--- src/rtl/mips_pkg.sv ---
// Types and constants shared by the fetch stage, the decoder and the bench.
package mips_pkg;

  typedef enum logic [1:0] {
    ST_BOOT = 2'd0,
    ST_RUN  = 2'd1,
    ST_HALT = 2'd2
  } fetch_state_e;

  localparam logic [1:0]  HC_NONE       = 2'b00;
  localparam logic [1:0]  HC_HALTWORD   = 2'b01;
  localparam logic [1:0]  HC_RANGE      = 2'b10;

  localparam logic [31:0] HALT_WORD_DEF = 32'hFFFF_FFFF;
  localparam logic [31:0] RESET_PC_DEF  = 32'h0000_0000;

  // Out-of-range fetch outranks a halt word fetched from a valid address.
  function automatic logic [1:0] halt_cause_f(input logic out_of_range,
                                              input logic halt_word);
    logic [1:0] cause;
    if (out_of_range) begin
      cause = HC_RANGE;
    end else if (halt_word) begin
      cause = HC_HALTWORD;
    end else begin
      cause = HC_NONE;
    end
    return cause;
  endfunction

endpackage

--- src/rtl/next_pc_calc.sv ---
// Combinational next-PC selection: jr > jump > taken branch > fall-through.
module next_pc_calc #(
  parameter int WL_addr = 32
) (
  input  logic [WL_addr-1:0] pc_plus4,
  input  logic               jr,
  input  logic [WL_addr-1:0] jr_addr,
  input  logic               jump,
  input  logic [25:0]        jump_index,
  input  logic               branch_taken,
  input  logic [15:0]        branch_imm,
  output logic [WL_addr-1:0] next_pc
);

  logic [WL_addr-1:0] branch_off_s;

  // Priority mux over the redirect sources; branch offset is a sign-extended word count.
  always_comb begin
    branch_off_s = {{(WL_addr-18){branch_imm[15]}}, branch_imm, 2'b00};
    if (jr) begin
      next_pc = {jr_addr[WL_addr-1:2], 2'b00};
    end else if (jump) begin
      next_pc = {pc_plus4[WL_addr-1:28], jump_index, 2'b00};
    end else if (branch_taken) begin
      next_pc = pc_plus4 + branch_off_s;
    end else begin
      next_pc = pc_plus4;
    end
  end

endmodule

--- src/rtl/pc_fetch_unit.sv ---
// PC register and fetch control: boot/run/halt sequencing, halt detection,
// redirect handling and a saturating retired-instruction counter.
module pc_fetch_unit
  import mips_pkg::*;
#(
  parameter int             WL_addr    = 32,
  parameter int             WL_data    = 32,
  parameter int             IMEM_DEPTH = 32,
  parameter logic [31:0]    RESET_PC   = RESET_PC_DEF,
  parameter logic [31:0]    HALT_WORD  = HALT_WORD_DEF,
  parameter int             CNT_W      = 16
) (
  input  logic               clk,
  input  logic               rst,
  input  logic               stall,
  input  logic               branch_taken,
  input  logic [15:0]        branch_imm,
  input  logic               jump,
  input  logic [25:0]        jump_index,
  input  logic               jr,
  input  logic [WL_addr-1:0] jr_addr,
  input  logic [WL_data-1:0] instr_data,
  output logic [WL_addr-1:0] instr_addr,
  output logic [WL_addr-1:0] pc,
  output logic [WL_addr-1:0] pc_plus4,
  output logic [WL_data-1:0] instr,
  output logic               instr_valid,
  output logic               halted,
  output logic [1:0]         halt_cause,
  output logic [CNT_W-1:0]   instr_count
);

  localparam logic [WL_addr-1:0] DEPTH_W = WL_addr'(IMEM_DEPTH);

  fetch_state_e       state_q, state_d;
  logic [WL_addr-1:0] pc_q, pc_d;
  logic [CNT_W-1:0]   count_q, count_d;
  logic [1:0]         cause_q, cause_d;
  logic               halted_q, halted_d;

  logic [WL_addr-1:0] pc_plus4_s;
  logic [WL_addr-1:0] next_pc_s;
  logic               out_of_range_s;
  logic               halt_word_s;
  logic               instr_valid_s;

  assign instr_addr     = {2'b00, pc_q[WL_addr-1:2]};
  assign pc_plus4_s     = pc_q + WL_addr'(4);
  assign out_of_range_s = (instr_addr >= DEPTH_W);
  assign halt_word_s    = (instr_data == WL_data'(HALT_WORD));

  next_pc_calc #(.WL_addr(WL_addr)) u_next_pc (
    .pc_plus4     (pc_plus4_s),
    .jr           (jr),
    .jr_addr      (jr_addr),
    .jump         (jump),
    .jump_index   (jump_index),
    .branch_taken (branch_taken),
    .branch_imm   (branch_imm),
    .next_pc      (next_pc_s)
  );

  // Sequencing: halt conditions are checked before stall so a halt word never retires.
  always_comb begin
    state_d       = state_q;
    pc_d          = pc_q;
    count_d       = count_q;
    cause_d       = cause_q;
    halted_d      = halted_q;
    instr_valid_s = 1'b0;
    case (state_q)
      ST_BOOT: begin
        state_d = ST_RUN;
      end
      ST_RUN: begin
        if (out_of_range_s || halt_word_s) begin
          state_d  = ST_HALT;
          cause_d  = halt_cause_f(out_of_range_s, halt_word_s);
          halted_d = 1'b1;
        end else if (!stall) begin
          instr_valid_s = 1'b1;
          pc_d          = next_pc_s;
          count_d       = (&count_q) ? count_q : count_q + CNT_W'(1);
        end else begin
          instr_valid_s = 1'b1;
        end
      end
      ST_HALT: begin
        halted_d = 1'b1;
      end
      default: begin
        state_d  = ST_HALT;
        halted_d = 1'b1;
      end
    endcase
  end

  // State registers with synchronous reset.
  always_ff @(posedge clk) begin
    if (rst) begin
      state_q  <= ST_BOOT;
      pc_q     <= WL_addr'(RESET_PC);
      count_q  <= '0;
      cause_q  <= HC_NONE;
      halted_q <= 1'b0;
    end else begin
      state_q  <= state_d;
      pc_q     <= pc_d;
      count_q  <= count_d;
      cause_q  <= cause_d;
      halted_q <= halted_d;
    end
  end

  assign pc          = pc_q;
  assign pc_plus4    = pc_plus4_s;
  assign instr_valid = instr_valid_s;
  assign instr       = instr_valid_s ? instr_data : '0;
  assign halted      = halted_q;
  assign halt_cause  = cause_q;
  assign instr_count = count_q;

endmodule

--- config.mk ---
export PLATFORM = sky130hd
export DESIGN_NAME = pc_fetch_unit
export DESIGN_NICKNAME = d
export VERILOG_FILES = /design/src/rtl/mips_pkg.sv /design/src/rtl/next_pc_calc.sv /design/src/rtl/pc_fetch_unit.sv
export SDC_FILE = /design/constraint.sdc
export NUM_CORES = 1
export LEC_CHECK = 0
export ABC_AREA = 0
export BUFFER_PORTS_ARGS = -buffer_cell sky130_fd_sc_hd__buf_2
export CAP_MARGIN = 20
export CORE_MARGIN = 2
export CORE_UTILIZATION = 25
export CTS_CLUSTER_DIAMETER = 30
export CTS_CLUSTER_SIZE = 28
export DETAILED_ROUTE_END_ITERATION = 6
export GPL_ROUTABILITY_DRIVEN = 0
export GPL_TIMING_DRIVEN = 1
export SYNTH_ARGS = -nofsm -noshare
export SYNTH_HDL_FRONTEND = slang
export SYNTH_SLANG_ARGS = --single-unit
--- constraint.sdc ---
create_clock -name clk -period 3 [get_ports clk]
set_input_delay 0.6 -clock clk [delete_from_list [all_inputs] [get_ports clk]]
set_output_delay 0.6 -clock clk [all_outputs]
set_load 0.1 [all_outputs]
==> results by group <==
Synth
  • Mapped cell area: 5420 µm²
  • Synth Area in Compound Gates: 24.8%
  • Number of flops mapped to enable cells by yosys: 0
  • FFs w/ async S/R, synth: 0%
  • Simple-gate share of the synthesized area: around 28%
  • Post-synthesis register bit count: a little over 50
  • Post-synth top flop: dfxtp_1
  • Syn. warnings: 0
  • Xor and xnor area share after synthesis: 9.52%
  • Yosys cell types: 77
  • Synth Area in Adders: under 10%
  • Mean Syn Cell Area: between 7 and 8 µm²
  • Main combinational cell family by area after synthesis: simple AND/OR/NAND/NOR gates
  • Syn Inst Count: 733
  • Sequential area share after synthesis: 18.8%
  • Multiplexer share of the synthesized area: less than 1%

Die
  • IO Pins: 260
  • Die area: 22900 µm²
  • DIE WIDTH: between 150 and 200 µm
  • Initial Utilization: roughly a quarter
  • Core ar.: roughly 21000 µm²
  • Die Y: approximately 150 µm
  • Row count: 53

Setup path
  • CP required: between 3 and 4 ns
  • Startpoint Class: register
  • CP max-delay cell: or3_4
  • Crit path from: pc[3]$_SDFFE_PP0P_
  • Worst Path Arrival: ~3.5 ns
  • Reg2reg setup slack: -0.30 ns
  • WS Path Type: reg2reg
  • Crit-path cells: ha_4 -> nand4_1 -> or3_4 -> nor2_4 -> buf_4 -> nand3_4 -> xnor2_4 -> ha_1 -> a21oi_1 -> o21ai_1 -> a21o_1 -> a2111oi_2 -> o31ai_1 -> o21ai_1 -> or4_1 -> nand3_1
  • Largest stage delay, worst path: 0.42 ns
  • Reg2reg path depth: 16
  • R2r startpoint: pc[3]$_SDFFE_PP0P_
  • Crit end category: register
  • Crit Path Max Fanout: 4
  • Worst R2R End: pc[31]$_SDFFE_PP0P_
  • Crit-path most repeated cell: o21ai_1

Timing
  • Tcrit/Tclk final: 110%
  • Hold slack: 0.479 ns
  • Tightest Pin Transition: a little over 0.6 ns
  • Final setup violation count: 56
  • PnR worst setup slack: -0.297 ns
  • Post-Route Skew: about 0.012 ns
  • Final Hold Vio Count: 0
  • Slew Limit Fails: 0
  • Peak Freq: 303 MHz
  • RSZ-0062 raised after global routing: yes
  • Fin crit period: between 3 and 4 ns
  • Worst slew margin: 58.4%

Min path
  • Worst Hold Depth: 2
  • Hold path startpoint: halted$_SDFFE_PP0P_
  • Worst min path class: reg2reg
  • Worst Hold End: halted$_SDFFE_PP0P_

Pwr
  • Leak: roughly 4.9 nW
  • VDD IR max: roughly 1000 µV
  • Power density cells: between 1000 and 1500 nW/µm²
  • Tot Pwr: approximately 13 mW

Clock network
  • CTS tree: built
  • Root Buffer: clkbuf_16
  • CTS sink count: ~50
  • Clock buffer depth: 2
  • Clk Latency, worst-skew pair: between 0.3 and 0.4 ns
  • CTS buffer count: 5
  • Max H-tree Level: 2
  • Clock transition at the registers of the reported paths: approximately 0.08 ns

Global routing
  • Largest net degree at the start of global routing: 37
  • GRT Residual Overflow: 0
  • Initial antenna violation count: 4
  • GRT Resource Usage Total: between 20% and 30%
  • Number of global-route vias before repair: between 6000 and 7000
  • First-pass GRT wire length: between 30000 and 40000 µm

Place
  • Placed cell count: between 1000 and 1500
  • IO Port Bufs: about 250
  • Pre-CTS setup slack: -0.554 ns
  • Placed Area: 9590 µm²
  • DP Wirelength: approximately 20000 µm

Finish
  • Nets: approximately 1300
  • Final std cells w/o fill: 1403
  • Share of layout cells above drive strength 1: approximately 60%
  • Final instance area: between 10000 and 15000 µm²
  • Filler cells: 1965
  • Syn-to-layout area delta: 96.3%

Detailed routing
  • Overall routed net length: around 26000 µm
  • Number of antenna-violating nets in the routed design: 0
  • Via/cell ratio: between 4 and 5
  • Routed len/inst: between 15 and 20 µm
  • DRC violations left: 0
  • Vias: just under 7000
  • Initial DRC count: approximately 380
  • First-pass DRT Iterations: 4

Status
  • Failing checks: negative setup slack
  • Outcome: complete, but fails checks

Flow run
  • Max cap viols: 0
-- power breakdown --
part | switching (mW) | internal, mW | total [mW]
Combinational | 7.24 | 4.00 | 11.2
Clock | 0.316 | 0.321 | 0.637
Sequential | 0.201 | 0.864 | 1.06
Total | 7.76 | 5.19 | 12.9
-- layout by cell type (no fill, tap or decap), drive strengths merged, types with 19 or more instances in the layout --
cell type	instances
buf	448
dfxtp	51
nand2	64
o21ai	36
xnor2	35
a21oi	62
and2	36
inv	19
ha	38
nand3	21
nor2	84
nor3	19
xor2	23
nand4	26
-- synth_stat cells (all sizes together), types with 6 or more instances --
| cell | instances | area share [%] |
|---|---|---|
| nor2 | 84 | 6.3 |
| nand2 | 64 | 4.5 |
| a21oi | 62 | 5.7 |
| dfxtp | 51 | 19 |
| buf | 43 | 5.8 |
| ha | 38 | 8.8 |
| and2 | 36 | 4.2 |
| o21ai | 36 | 3.3 |
| xnor2 | 35 | 5.7 |
| clkbuf | 27 | 1.9 |
| nand4 | 26 | 3.4 |
| xor2 | 23 | 3.9 |
| nand3 | 21 | 1.9 |
| nor3 | 19 | 1.8 |
| a211oi | 17 | 2.4 |
| a21o | 17 | 2.4 |
| inv | 17 | 1.2 |
| nand2b | 9 | 1.0 |
| nor4 | 8 | 1.3 |
| o211ai | 8 | 1.1 |
| a31oi | 7 | 0.81 |
| and4 | 6 | 0.97 |
| o31ai | 6 | 0.92 |
-- logic make-up (layout without fill, tap and decap cells) --
| group | after synthesis | after routing |
|---|---|---|
| and+or+nand+nor | 291 | 291 |
| AOI/OAI and AO/OA | 201 | 201 |
| buffers and inverters | 88 | 475 |
| xor gates and xnor gates | 58 | 58 |
| DFF | 51 | 51 |
| adders and majority gates | 39 | 39 |
| muxes | 4 | 4 |
| other | 1 | 9 |
-- how the worst max path moves through the flow --
stage / endpoint / slack (ns) / cells past startpoint
finish: pc[31]$_SDFFE_PP0P_ / -0.30 / 16
global route: pc[31]$_SDFFE_PP0P_ / -0.45 / 16
CTS: pc[20]$_SDFFE_PP0P_ / -0.37 / 17
detailed placement: pc[31]$_SDFFE_PP0P_ / -0.55 / 15
global placement: pc[29]$_SDFFE_PP0P_ / -0.48 / 16
floorplan: pc[31]$_SDFFE_PP0P_ / -0.96 / 15
-- flip-flops by register name, summed over array words and instances, names as in the netlist --
| signal | count |
|---|---|
| pc | 30 |
| halt_cause | 2 |
| state_q | 2 |
| halted | 1 |
| instr_count | 16 |
-- area by class of cell --
type,count,area [µm²],area share (%)
multi-input cells,599,5320,50.0
repair buffers,449,3640,34.2
flip-flops and latches,51,1110,10.4
well taps,275,344,3.24
clock buffers,5,125,1.18
inverters,18,71.3,0.671
clock inverters,3,26.3,0.247
diodes,3,7.51,0.0706
-- per-layer routing --
metal  global-route usage (%)  up-vias  routed length, µm
met5                        0        -                 13
met4                     7.10        2                671
met3                     3.37       41               1190
met2                     35.9      198              12600
met1                     28.4     3309              11100
li1                         -     3397                  -
-- through the flow --
stage | TNS [ns] | utilization, %
2_1_floorplan | -18.37 | -
3_3_place_gp | -5.40 | 45.3
3_5_place_dp | -6.24 | 45.3
4_1_cts | -6.63 | 48.7
5_1_grt | -12.72 | 50.2
6_report | -5.36 | 50.3
-- worst max-delay path, delay by kind of cell (launching register included) --
kind                       cells  cell delay, ns
and+or+nand+nor                6            0.97
adders and majority gates      2            0.48
AOI/OAI and AO/OA              6            1.02
buffers and inverters          1            0.15
xor gates and xnor gates       1            0.17
DFF                            1            0.37
-- timing repair --
item                                    4_1_cts  5_1_grt
endpoints found under the setup margin       57       74
cloned                                        3        1
pin swaps                                    69       28
setup buffers                                17        9
hold buffers                                  0        0
gates resized for setup                      97       50
(Power assumes the default switching activity.)
